**src/rtl/mastermind_pkg.sv**
```systemverilog
// Shared Mastermind constants and types used by guess entry, scoring and display.
package mastermind_pkg;
  localparam int DIGIT_W   = 3;
  localparam int DIGIT_MIN = 1;
  localparam int DIGIT_MAX = 6;
  localparam int NUM_POS   = 4;
  localparam int SEL_W     = $clog2(NUM_POS);
  localparam int GUESS_W   = NUM_POS * DIGIT_W;

  typedef enum logic {EDIT, SUBMIT} state_t;

  // Next colour with 6 -> 1 wrap; any out-of-range code recovers to 1.
  function automatic logic [DIGIT_W-1:0] digit_inc(input logic [DIGIT_W-1:0] d);
    if (d >= DIGIT_W'(DIGIT_MIN) && d < DIGIT_W'(DIGIT_MAX)) return d + 1'b1;
    return DIGIT_W'(DIGIT_MIN);
  endfunction
endpackage

```
**src/rtl/key_debounce.sv**
```systemverilog
// Synchronises and debounces one active-low push-button; emits a 1-cycle press pulse.
module key_debounce #(
  parameter int DEBOUNCE_CYCLES = 500000,
  parameter int CNT_W           = 20
) (
  input  logic clk,
  input  logic reset,
  input  logic key_n,
  output logic level,
  output logic press
);
  localparam logic [CNT_W-1:0] LAST = CNT_W'(DEBOUNCE_CYCLES - 1);

  logic             s1, s2, blocked, flip;
  logic [1:0]       fill;
  logic [CNT_W-1:0] cnt;

  assign flip  = (s2 != level) && (cnt == LAST);
  // A key held through reset stays blocked until a real released sample is seen.
  assign press = flip && level && !blocked;

  always_ff @(posedge clk) begin
    if (reset) begin
      s1      <= 1'b1;
      s2      <= 1'b1;
      level   <= 1'b1;
      cnt     <= '0;
      fill    <= '0;
      blocked <= 1'b1;
    end else begin
      s1   <= key_n;
      s2   <= s1;
      fill <= {fill[0], 1'b1};
      if (fill[1] && s2 && level) blocked <= 1'b0;
      if (s2 == level) begin
        cnt <= '0;
      end else if (flip) begin
        level <= ~level;
        cnt   <= '0;
      end else begin
        cnt <= cnt + 1'b1;
      end
    end
  end
endmodule

```
**src/rtl/guess_entry.sv**
```systemverilog
// Button-driven four-digit guess editor with a valid/ready hand-off to the game logic.
module guess_entry
  import mastermind_pkg::*;
#(
  parameter int DEBOUNCE_CYCLES = 500000,
  parameter int CNT_W           = 20
) (
  input  logic               clk,
  input  logic               reset,
  input  logic               key_inc_n,
  input  logic               key_next_n,
  input  logic               key_submit_n,
  input  logic               guess_ready,
  output logic [DIGIT_W-1:0] d0,
  output logic [DIGIT_W-1:0] d1,
  output logic [DIGIT_W-1:0] d2,
  output logic [DIGIT_W-1:0] d3,
  output logic [SEL_W-1:0]   sel,
  output logic [GUESS_W-1:0] guess,
  output logic               guess_valid
);
  logic [2:0] raw_n, lvl, pulse;
  assign raw_n = {key_submit_n, key_next_n, key_inc_n};

  for (genvar k = 0; k < 3; k++) begin : g_key
    key_debounce #(.DEBOUNCE_CYCLES(DEBOUNCE_CYCLES), .CNT_W(CNT_W)) u_db (
      .clk   (clk),
      .reset (reset),
      .key_n (raw_n[k]),
      .level (lvl[k]),
      .press (pulse[k])
    );
  end

  state_t                            state, state_nx;
  logic [NUM_POS-1:0][DIGIT_W-1:0]   dig, dig_nx;
  logic [SEL_W-1:0]                  sel_nx;
  logic [GUESS_W-1:0]                guess_nx;
  logic                              valid_nx;

  always_comb begin
    state_nx = state;
    dig_nx   = dig;
    sel_nx   = sel;
    guess_nx = guess;
    valid_nx = guess_valid;
    case (state)
      EDIT: begin
        if (pulse[2]) begin
          guess_nx = dig;
          valid_nx = 1'b1;
          state_nx = SUBMIT;
        end else begin
          if (pulse[0]) dig_nx[sel] = digit_inc(dig[sel]);
          if (pulse[1]) sel_nx = sel + 1'b1;
        end
      end
      SUBMIT: begin
        // Digits and selection are kept so the player edits from the last guess.
        if (guess_ready) begin
          valid_nx = 1'b0;
          state_nx = EDIT;
        end
      end
      default: state_nx = EDIT;
    endcase
  end

  always_ff @(posedge clk) begin
    if (reset) begin
      state       <= EDIT;
      dig         <= {NUM_POS{DIGIT_W'(DIGIT_MIN)}};
      sel         <= '0;
      guess       <= '0;
      guess_valid <= 1'b0;
    end else begin
      state       <= state_nx;
      dig         <= dig_nx;
      sel         <= sel_nx;
      guess       <= guess_nx;
      guess_valid <= valid_nx;
    end
  end

  assign d0 = dig[0];
  assign d1 = dig[1];
  assign d2 = dig[2];
  assign d3 = dig[3];
endmodule
```
**config.mk**
```make
export PLATFORM = sky130hd
export DESIGN_NAME = guess_entry
export DESIGN_NICKNAME = d
export VERILOG_FILES = /design/src/rtl/mastermind_pkg.sv /design/src/rtl/key_debounce.sv /design/src/rtl/guess_entry.sv
export SDC_FILE = /design/constraint.sdc
export NUM_CORES = 1
export LEC_CHECK = 0
export BUFFER_PORTS_ARGS = -buffer_cell sky130_fd_sc_hd__buf_2
export CAP_MARGIN = 0
export CORE_ASPECT_RATIO = 0.8
export CORE_MARGIN = 4
export CORE_UTILIZATION = 55
export CTS_BUF_LIST = sky130_fd_sc_hd__clkbuf_4
export DETAILED_ROUTE_END_ITERATION = 10
export PLACE_DENSITY = 0.74
export SLEW_MARGIN = 20
export SYNTH_ARGS = -nofsm -noshare
export SYNTH_HDL_FRONTEND = slang
export SYNTH_HIERARCHICAL = 1
export SYNTH_SLANG_ARGS = --single-unit
```
**constraint.sdc**
```tcl
create_clock -name clk -period 5.7 [get_ports clk]
set_input_delay 0.855 -clock clk [delete_from_list [all_inputs] [get_ports clk]]
set_output_delay 0.855 -clock clk [all_outputs]
set_load 0.01 [all_outputs]
```
# After elaboration in Yosys (flattened, before gate mapping)
# Cells that the tools add are included.
# op_classes
bitwise_logic	8
magnitude_cmp	4
n_eq_ne	11
mux	23
n_reduce_logical	30
addsub	5
# ops
operator	count
20-bit by 1-bit adder with 20-bit output (second input constant)	3
20-bit by 19-bit equality test with 1-bit output (second input constant)	3
3-bit 2-to-1 mux	7
1-bit logical AND	17
12-bit bitwise mux	1
1-bit 2-to-1 mux	11
2-bit AND reduction	5
3-bit OR reduction	3
1-bit NOT	8
3-bit binary-select mux with 2-bit select	1
3-bit demux with 2-bit select	1
3-bit AND reduction	2
1-bit one-hot mux with 2 select lines	2
3-bit by 1-bit adder with 3-bit output (second input constant)	1
1-bit equality test	3
3-bit by 1-bit greater-or-equal comparator with 1-bit output (second input constant)	1
1-bit zero test	3
2-bit by 3-bit < comparator with 1-bit output (second input constant)	1
3-bit < comparator (second input constant)	1
1-bit inequality test	3
2-bit by 1-bit adder with 2-bit output (second input constant)	1
2-bit by 1-bit greater-or-equal comparator with 1-bit output (second input constant)	1
2-bit by 1-bit inequality test with 1-bit output (second input constant)	1
2-bit inequality test (second input constant)	1
# totals
input_bits	6
regBits	106
out_inout_bits	27
word_cells	110

# Depth between registers and ports, before layout
# Gate-level depths: netlist of run 1.
# logic_depth
depth_word	13
mapped_depth	10
depth_no_buf	9

# By module
# Netlist of run 1, hierarchy kept.
# modules_own_cells
mod	area_each_um2	instances	cells_per_inst	seq_area_each_um2
key_debounce	1176.1	3	124	520.5
guess_entry	1331.3	1	150	560.5

# Worst setup path after synthesis of run 1
# No wires, ideal clock.
# synth_path
kind	register -> register
start	register g_key[2].u_db.cnt[0]
end	register dig (netlist bit d0[0])
setup_ps	117
synth_period_minus_slack_ps	2194
setup_slack_ps	3506
stages_incl_launch_ff	11
required_time_ps	5583
n_path_buf	1
t_arrival_ps	2077
path_cell_list	dfxtp_1 -> ha_1 -> and4_1 -> nand2_1 -> nor2_1 -> and3b_1 -> nor2_1 -> and3_1 -> clkbuf_1 -> mux2i_1 -> nand2b_1
# synth_via
elab_chain_len	6
# synth_rtl
item	line	rtl
start: declaration	key_debounce.sv:16	logic [CNT_W-1:0] cnt;
start signal: assignment	key_debounce.sv:41	cnt <= cnt + 1'b1;
20-bit by 19-bit equality test with 1-bit output	key_debounce.sv:18	assign flip = (s2 != level) && (cnt == LAST);
1-bit logical AND	key_debounce.sv:18	
1-bit logical AND (2 in series)	key_debounce.sv:20	assign press = flip && level && !blocked;
named net pulse[2]	guess_entry.sv:22	logic [2:0] raw_n, lvl, pulse;
1-bit NOT (no source line)	-	
3-bit AND reduction (no source line)	-	
end signal: assignment	guess_entry.sv:72	dig <= {NUM_POS{DIGIT_W'(DIGIT_MIN)}};
end signal: assignment	guess_entry.sv:78	dig <= dig_nx;
end: declaration	guess_entry.sv:36	logic [NUM_POS-1:0][DIGIT_W-1:0] dig, dig_nx;
# The timed path passes the listed nets, and every way through them passes these cells.
# A chain may end at the register's enable or synchronous reset.

# Final worst setup path of run 1
# layout_path
start	register g_key[2].u_db.cnt[0]
end	register guess[4]
# layout_via
elab_chain_len	5
# layout_rtl
item	line	rtl
20-bit by 19-bit equality test with 1-bit output	key_debounce.sv:18	
1-bit logical AND	key_debounce.sv:18	
1-bit logical AND (2 in series)	key_debounce.sv:20	
named net pulse[2]	guess_entry.sv:22	
2-bit AND reduction (no source line)	-	
end signal: assignment	guess_entry.sv:80	guess <= guess_nx;
end: declaration	guess_entry.sv:19	output logic [GUESS_W-1:0] guess,
# The timed path passes the listed nets, and every way through them passes these cells.

==> reports/qor.txt, run 1 <==
crit path kind = reg -> reg
Non-Filler Instances = 665
most used cell, CP = nand2_1
setup violators final = 0
critical path's slowest cell = nor2b_1
slew at the pin closest to its max-slew limit = 0.869 ns
Residual DRC = 0
CTS clk-pin slew, worst paths = 0.16 ns
Cell Area, Synth = 4860 sq um
row count = 30
max cap viols = 0
ant diodes = 0
Hold WC Path Type = reg -> reg
critical path peak fanout = 13
Die ar. = 10,400 sq um
post-DP HPWL = 6380 um
clk_skew = 0.0146 ns
power per cell area = 215 nW/um^2
Synth cell types = 47
largest net degree at the start of global routing = 48
synthesized instance count = 522
clock latency on the worst-skew pair = 0.46 ns
maximum vdd ir drop = 0.000192 V
drt total wl = 9070 um
DR pass1 iterations = 4
Top-Level Pins = 33
Via Count = 3,648
Overflow after GRT = 0
sum of negative setup slack = 0 ns
Final nets = 563
Die W = 113 um
CTS tree = done
root buffer cell = clkbuf_4
Total GRT Usage = 18.2%
post-CTS sizing = 0
vias in the first global route = 3,426
DRT antenna net count = 0
first-pass GRT wire length = 15,900 um
LEAKAGE = 1.73 nW
Worst Path Arrival = 3.01 ns
DP Cell Count = 649
Syn Nets = 537
post-CTS setup repair buffer count = 0
R2R setup slack = 3.09 ns
worst path bufs/invs = 0
Final Critical Period = 2.61 ns
f_max = 0.383 GHz
delay-heaviest family, CP = simple AND/OR/NAND/NOR gates
fin crit share = 45.9%
outcome = completed
Final Hold Fails = 0
flops & latches, synth = 106
fraction of layout cells with a size suffix above 1 = 16.5%
worst r2r src = g_key[2].u_db/cnt[0]$_SDFF_PP0_
Fill cells = 753
sequential area share after synthesis = 43.7%
Final Wtd Congestion = 0.812
unrepaired setup endpoints after global routing = no
cts bufs inserted = 9
critical path capture point type = flip-flop
average cell area after synthesis = 9.31 sq um
hold wc startpoint = g_key[1].u_db/s1$_SDFF_PP1_
Routed WL per cell = 13.6 um
CP cell instances = ha_1 -> and4_1 -> nand2_1 -> nor2_1 -> and3b_1 -> nor2b_1 -> nand2_1 -> a21oi_1
CP required = 6.09 ns
Iter 0 DRT Violations = 127
max incr delay on CP = 0.71 ns
Via density = 5.49
Longest Clk Path Bufs = 2
Yosys warnings = 6
core area = 8560 sq um
Slew HR = 42.0%
final slew viol count = 0
chip height = 92.1 um
Layout area overhead = 6.62%
# H-tree levels = 3
Initial Util = 56.8%
CTS Sinks = 106
initial antenna violation count = 0
IO Port Bufs = 32
critical path launch point type = flip-flop
Worst Setup SP = g_key[2].u_db/cnt[0]$_SDFF_PP0_
cts hold-fix bufs = 0
worst reg2reg max path: cells and delay by family (launching register included):
family / cells / cell delay [ns]
and+or+nand+nor: 6 / 1.68
DFF: 1 / 0.47
adders and majority gates: 1 / 0.26
AOI/OAI and AO/OA: 1 / 0.15
synth_stat cells (all sizes together):
master / number / area (sq um)
or3b: 3 / 26.3
a21bo: 1 / 10.0
and3: 10 / 62.6
and3b: 3 / 26.3
nor4: 28 / 258
nand2: 52 / 195
mux2: 1 / 11.3
nand4b: 3 / 45.0
a21oi: 18 / 90.1
buf: 8 / 65.1
a211oi: 3 / 22.5
nor4b: 3 / 45.0
or2: 6 / 37.5
a311oi: 4 / 35.0
xor2: 12 / 105
o221ai: 3 / 26.3
xnor2: 37 / 324
o32ai: 3 / 26.3
ha: 9 / 113
nor3b: 4 / 30.0
nor2: 78 / 300
nand4: 21 / 176
dfxtp: 106 / 2120
o21ai: 10 / 87.6
mux4: 3 / 67.6
inv: 18 / 67.6
nor2b: 6 / 40.0
o22ai: 1 / 6.26
a31o: 3 / 26.3
mux2i: 9 / 90.1
and4: 6 / 52.6
a22oi: 1 / 7.51
nand3: 23 / 130
nand2b: 6 / 37.5
nor3: 11 / 60.1
clkbuf: 9 / 33.8
cell usage in the layout, fill, tap and decap left out, types with 4 or more instances in the layout:
| master | instances |
|---|---|
| dfxtp_1 | 106 |
| nor2_1 | 75 |
| nand2_1 | 52 |
| xnor2_1 | 37 |
| buf_2 | 32 |
| nand3_1 | 20 |
| nor4_1 | 19 |
| inv_1 | 18 |
| a21oi_1 | 18 |
| nand4_1 | 18 |
| xor2_1 | 12 |
| and3_1 | 10 |
| nor3_1 | 10 |
| mux2i_1 | 9 |
| ha_1 | 9 |
| clkbuf_4 | 9 |
| nand2b_1 | 6 |
| nor4_2 | 6 |
| and4_1 | 6 |
| or2_2 | 6 |
| nor2b_1 | 5 |
| nor3b_1 | 4 |
| a311oi_1 | 4 |
stage by stage:
step	power, mW	cell area (sq um)	hold WS (ns)	worst slack, ns	util [%]
after detailed placement	0.786	5060	0.393	3.14	59.1
after CTS	1.13	5180	0.432	3.08	60.5
after floorplan	0.780	4860	0.389	3.51	-
after global routing	1.16	5180	0.459	2.82	60.5
after global placement	0.785	5060	0.392	3.24	59.1
final	1.12	5180	0.428	3.09	60.5
sequential cells by signal, summed over array words and instances (netlist names):
register / cells
d0: 3
d1: 3
d2: 3
d3: 3
g_key.u_db/blocked: 3
g_key.u_db/cnt: 60
g_key.u_db/fill: 6
g_key.u_db/level: 3
g_key.u_db/s1: 3
g_key.u_db/s2: 3
guess: 12
guess_valid: 1
sel: 2
state: 1
cell type report:
cell class	count	area [sq um]	area share [%]
inverters	18	67.6	1.30
clock inverters	7	52.6	1.01
repair buffers	32	160	3.09
clock buffers	9	67.6	1.30
flip-flops and latches	106	2120	41.0
well taps	112	140	2.70
multi-input cells	381	2570	49.6
power by group:
group | switching, mW | internal, mW | total, mW
registers | 0.00277 | 0.748 | 0.750
logic | 0.0120 | 0.00711 | 0.0191
clock network | 0.253 | 0.0939 | 0.347
worst paths after layout:
kind,to,cells past startpoint
worst max register to register,guess[4]$_SDFFE_PP0P_,8
worst min-delay path,g_key[1].u_db/s2$_SDFF_PP1_,1
worst min register to register,g_key[1].u_db/s2$_SDFF_PP1_,1
worst max-delay path,guess[4]$_SDFFE_PP0P_,8
routing by layer:
layer  up-vias  track usage (%)  routed length [um]
met4         0             5.21                  65
met2        43             28.3                4170
li1       1887                -                   -
met1      1713             24.9                4530
met5         -                0                   0
met3         5             4.95                 306
cell families (layout without fill, tap and decap cells):
kind of cell	after synthesis	count (layout)	share of synthesized area, %
buf+inv	35	66	3.42
compound gates	47	47	6.95
mux	13	13	3.48
simple gates	263	263	31.3
xor+xnor	49	49	8.83
fa+ha+maj	9	9	2.32
flops	106	106	43.7
(Power assumes the default switching activity.)
==> run 2: changes to the inputs <==
Settings changed: ABC_AREA set to 1, PLACE_DENSITY 0.74 to 0.76.
Clock period 5.7 ns to 2.3 ns, I/O delays scaled along.
==> run 2 against run 1 <==
Against the previous run:
- synthesized cell count increased by 37%
- first-iteration DRC count increased by 72%
- clock power increased by 140%
- clock skew increased by 0.0012 ns
- via count increased by 16%
- register-to-register slack got worse by 2.7 ns
- critical path depth increased by 4
- hold slack got worse by 0.37 ns
- die area increased by 2.2%
- critical endpoint is now d2[2]$_SDFFE_PP0P_
- largest cell class unchanged
- largest power group unchanged
==> reports/qor.txt, run 2 <==
Via Count = 4,233
initial antenna violation count = 0
Synth Area in Compound Gates = 5.13%
row count = 30
Die W = 114 um
Final Critical Period = 1.93 ns
commonest non-fill, non-tap cell in the layout = nand2_1
critical path's slowest cell = dfxtp_2
critical path launch point type = flip-flop
sequential cell area = 2130 sq um
simple-gate share of the synthesized area = 35.6%
ranking of synthesized cells by area = dfxtp_1, nand2_1, nor2_1
Final nets = 762
Final Wtd Congestion = 0.866
chip height = 93.1 um
DR pass1 iterations = 5
power per cell area = 511 nW/um^2
Routed WL per cell = 11.0 um
post-synthesis mux area share = 0%
LEAKAGE = 2.00 nW
Longest Clk Path Bufs = 2
Yosys warnings = 6
Worst Path Arrival = 2.30 ns
setup violators final = 0
outcome = completed
Area after DPL = 5200 sq um
largest net degree at the start of global routing = 24
Syn Nets = 728
Overflow after GRT = 0
critical path capture point type = flip-flop
fraction of layout cells with a size suffix above 1 = 12.8%
sequential area share after synthesis = 42.6%
Initial Util = 57.7%
critical path peak fanout = 5
flops & latches, synth = 106
post-DP HPWL = 7010 um
CTS Sinks = 106
Top-Level Pins = 33
Via density = 4.90
XOR/XNOR Fraction of Synth Area = 6.86%
average cell area after synthesis = 6.98 sq um
first-pass GRT wire length = 16,800 um
drt total wl = 9500 um
cts bufs inserted = 9
Cell Area, Synth = 4980 sq um
CTS clk-pin slew, worst paths = 0.15 ns
Die ar. = 10,600 sq um
most used cell, CP = nor2_1
EDFF count, synth = 0
unrepaired setup endpoints after global routing = no
max reg flops = 60
# H-tree levels = 3
post-CTS setup repair buffer count = 0
final slew viol count = 0
Layout area overhead = 6.94%
Fill cells = 786
Synth cell types = 22
max incr delay on CP = 0.40 ns
Synth async-reset ratio = 0%
most frequent cells in the layout = nand2_1, nor2_1, dfxtp_1, inv_1, xor2_1
synthesized instance count = 713
maximum vdd ir drop = 0.000284 V
post-layout instance area = 5320 sq um
post-CTS sizing = 0
DRT antenna net count = 0
most frequent cell after synthesis = nand2_1
Residual DRC = 0
Final Hold Fails = 0
clock latency on the worst-skew pair = 0.46 ns
Hold WC Path Type = in -> reg
Slew HR = 62.4%
Commonest cells post-synth = nand2_1, nor2_1, dfxtp_1
CP required = 2.67 ns
worst path bufs/invs = 2
ant diodes = 0
max cap viols = 0
Multi-input gate area = 2490 sq um
vias in the first global route = 3,902
Largest Register = g_key.u_db/cnt
Iter 0 DRT Violations = 218
fin crit share = 83.8%
biggest registers after layout = g_key.u_db/cnt x60, guess x12, g_key.u_db/fill x6
Synth area leader = dfxtp_1
root buffer cell = clkbuf_4
Synth top area share = 42.6%
IO Port Bufs = 32
clk_skew = 0.0158 ns
core area = 8630 sq um
delay-heaviest family, CP = simple AND/OR/NAND/NOR gates
CTS tree = done
sum of negative setup slack = 0 ns
CP cell instances = ha_2 -> nand3_2 -> nor2_1 -> nand3_1 -> nor2_1 -> nor2_1 -> nand2_1 -> inv_1 -> nand2_1 -> inv_1 -> o21ai_0 -> a21oi_1
crit path kind = reg -> reg
Total GRT Usage = 18.9%
slew at the pin closest to its max-slew limit = 0.563 ns
f_max = 0.519 GHz
largest family of logic cells by synthesized area = simple AND/OR/NAND/NOR gates
ys flop type = dfxtp_1
Adder-Cell Fraction of Synth Area = 2.26%
cts hold-fix bufs = 0
-- run 2: layout make-up --
| class | instances | share of cell area [%] |
|---|---|---|
| clock buffer | 11 | 1.55 |
| clock inverter | 4 | 0.541 |
| inverter | 78 | 5.50 |
| multi-input combinational | 519 | 46.7 |
| sequential | 106 | 39.9 |
| tap | 112 | 2.63 |
| timing repair buffer | 33 | 3.15 |
-- run 2: cell families after synthesis --
family / Yosys count
AO/OA/AOI/OAI: 51
XOR/XNOR: 39
adder cells (fa/ha/maj): 9
buffers and inverters: 88
flip-flops: 106
AND/OR/NAND/NOR: 420
-- run 2: report_power, final --
group | total, mW | internal (mW) | switching, mW
Sequential | 1.86 | 1.85 | 0.00693
Clock | 0.816 | 0.244 | 0.572
Combinational | 0.0447 | 0.0142 | 0.0305
Total | 2.72 | 2.11 | 0.610
-- run 2: worst paths after layout --
| path | end | slack (ns) | cells past startpoint | startpoint |
|---|---|---|---|---|
| min reg2reg | g_key[1].u_db/fill[1]$_SDFF_PP0_ | 0.42 | 2 | g_key[1].u_db/fill[0]$_DFF_P_ |
| max reg2reg | d2[2]$_SDFFE_PP0P_ | 0.37 | 12 | g_key[2].u_db/cnt[0]$_SDFF_PP0_ |
| max | d2[2]$_SDFFE_PP0P_ | 0.37 | 12 | g_key[2].u_db/cnt[0]$_SDFF_PP0_ |
| min | g_key[2].u_db/s1$_SDFF_PP1_ | 0.06 | 2 | key_submit_n |
-- run 2: layer usage --
metal	part of all wire, %	vias to the layer above	track usage (%)	wire length, um
li1	-	2240	-	-
met1	49	1912	24.8	4660
met2	46	74	31.5	4360
met3	4.5	7	5.63	428
met4	0.48	0	3.07	46
met5	0	-	0	0
-- run 2: through the flow --
stage                     util (%)  setup WS (ns)  hold WS (ns)  power [mW]  instances
after floorplan                  -          0.442         0.388        1.93        713
after global placement        60.3          0.404         0.391        1.94        848
after detailed placement      60.3          0.281         0.393        1.94        848
after CTS                     61.6          0.256        0.0200        2.76        863
after global routing          61.7         0.0168        0.0114        2.84        863
final                         61.7          0.372        0.0579        2.72        863
-- run 2: worst reg2reg max path, stage by stage (launching register included) --
cell and delay [ns]:
dfxtp_2 0.40, ha_2 0.23, nand3_2 0.14, nor2_1 0.17, nand3_1 0.11, nor2_1 0.15
nor2_1 0.09, nand2_1 0.07, inv_1 0.07, nand2_1 0.09, inv_1 0.09, o21ai_0 0.17
a21oi_1 0.06
==> run 3: changes to the inputs <==
Settings changed: PLACE_DENSITY 0.76 to 0.73.
Clock period 2.3 ns to 1.9 ns, I/O delays scaled along.
==> run 3 against run 2 <==
Against the previous run:
- register-to-register slack got worse by 0.22 ns
- core utilization up 2.1 points
- die area stayed put
- sequential power increased by 21%
- fmax up 10%
- critical path type unchanged
- critical endpoint is now d0[2]$_SDFFE_PP0P_
- highest routed layer unchanged
==> reports/qor.txt, run 3 (synthesis gave the netlist of run 2 again) <==
DR pass1 iterations = 4
Die ar. = 10,600 sq um
critical path capture point type = flip-flop
initial antenna violation count = 0
post-layout instance area = 5510 sq um
Final Power = 3.50 mW
R2R depth = 13
Total GRT Usage = 19.3%
Top-Level Pins = 33
fraction of layout cells with a size suffix above 1 = 18.0%
critical path's slowest cell = dfxtp_1
post-DP HPWL = 7220 um
setup violators final = 0
drt total wl = 9910 um
vias in the first global route = 4,062
Final Wtd Congestion = 0.898
Initial Util = 57.7%
worst path bufs/invs = 2
largest net degree at the start of global routing = 24
Slew HR = 60.9%
max incr delay on CP = 0.41 ns
core area = 8630 sq um
maximum vdd ir drop = 0.000516 V
post-CTS setup repair buffer count = 0
Final Hold Fails = 0
worst r2r src = g_key[2].u_db/cnt[8]$_SDFF_PP0_
critical path peak fanout = 5
ant diodes = 0
Die W = 114 um
clock latency on the worst-skew pair = 0.46 ns
delay-heaviest family, CP = simple AND/OR/NAND/NOR gates
Layout area overhead = 10.7%
LEAKAGE = 2.07 nW
final slew viol count = 0
Overflow after GRT = 0
CP required = 2.27 ns
slew at the pin closest to its max-slew limit = 0.586 ns
Largest Register = g_key.u_db/cnt
IO Port Bufs = 32
row count = 30
Non-Filler Instances = 875
Final Critical Period = 1.75 ns
fin crit share = 92.1%
critical path endpoint = d0[2]$_SDFFE_PP0P_
CTS Sinks = 106
Iter 0 DRT Violations = 206
CTS clk-pin slew, worst paths = 0.16 ns
f_max = 0.571 GHz
most frequent cells in the layout = nand2_1, nor2_1, dfxtp_1, inv_1, xor2_1
max cap viols = 0
commonest non-fill, non-tap cell in the layout = nand2_1
worst hold margin = 0.0995 ns
Area after DPL = 5260 sq um
Via density = 4.88
Hold WC Path Type = in -> reg
clk_skew = 0.0125 ns
Crit path depth = 13
Longest Clk Path Bufs = 2
Residual DRC = 0
max reg flops = 60
R2R setup slack = 0.15 ns
Critical R2R Capture = d0[2]$_SDFFE_PP0P_
power per cell area = 635 nW/um^2
root buffer cell = clkbuf_4
CTS tree = done
Final nets = 773
outcome = completed
cts bufs inserted = 9
crit path kind = reg -> reg
Via Count = 4,268
first-pass GRT wire length = 17,000 um
Worst Path Arrival = 2.12 ns
critical path launch point type = flip-flop
chip height = 93.1 um
biggest registers after layout = g_key.u_db/cnt x60, guess x12, g_key.u_db/fill x6
Routed WL per cell = 11.3 um
# H-tree levels = 3
CP cell instances = nand2_1 -> nor2_2 -> nand2_1 -> nor2_2 -> nand3_2 -> nor2_2 -> nor2_2 -> nand2_1 -> inv_2 -> nand2_1 -> inv_2 -> o21ai_1 -> a21oi_1
Worst Setup SP = g_key[2].u_db/cnt[8]$_SDFF_PP0_
DRT antenna net count = 0
DP Cell Count = 855
-- run 3: final cells by class --
cell class                      count  area (sq um)
Fill cell                         801          3120
Multi-Input combinational cell    519          2530
Sequential cell                   106          2140
Inverter                           78           293
Timing Repair Buffer               44           258
Tap cell                          112           140
Clock buffer                       11          82.6
Clock inverter                      5          61.3
-- run 3: how the worst min path moves through the flow --
stage | slack [ns] | from | cells past startpoint | to
finish | 0.1 | guess_ready | 4 | state$_SDFF_PP0_
global route | 0.10 | guess_ready | 4 | guess_valid$_SDFFE_PP0P_
CTS | 0.09 | guess_ready | 4 | state$_SDFF_PP0_
detailed placement | 0.40 | g_key[0].u_db/fill[0]$_DFF_P_ | 2 | g_key[0].u_db/fill[1]$_SDFF_PP0_
global placement | 0.39 | g_key[0].u_db/fill[0]$_DFF_P_ | 2 | g_key[0].u_db/fill[1]$_SDFF_PP0_
floorplan | 0.36 | reset | 1 | g_key[0].u_db/fill[1]$_SDFF_PP0_
-- run 3: layer usage --
metal  track usage (%)  share of wire (%)  vias up
met5                 0                  0        -
met4              5.84               0.29        0
met3              4.72                4.1        2
met2              32.4                 45       66
met1              24.6                 51     1926
li1                  -                  -     2274
-- run 3: per-stage QoR --
step / setup TNS [ns] / util [%] / setup WS [ns]
2_1_floorplan: 0 / - / 0.0417
3_3_place_gp: 0 / 60.9 / 0.149
3_5_place_dp: 0 / 60.9 / 0.00388
4_1_cts: 0 / 62.9 / 0.0126
5_1_grt: -0.00472 / 63.8 / -0.00252
6_report: 0 / 63.8 / 0.150
-- run 3: what timing repair did --
action,4_1_cts,5_1_grt
cloned,0,1
pin swaps,0,2
endpoints found under the setup margin,5,25
endpoints found under the hold margin,3,0
hold buffers,3,0
resized for setup,2,46
-- run 3: report_power, final --
| part | switching, mW | internal [mW] |
|---|---|---|
| clock network | 0.739 | 0.445 |
| logic | 0.0400 | 0.0229 |
| registers | 0.00778 | 2.24 |
| total | 0.787 | 2.71 |
-- run 3: tightest hold or removal path: stages --
cell     delay [ns]
buf_2          0.08
nand2_1        0.04
nand2_1        0.09
nor2_1         0.04
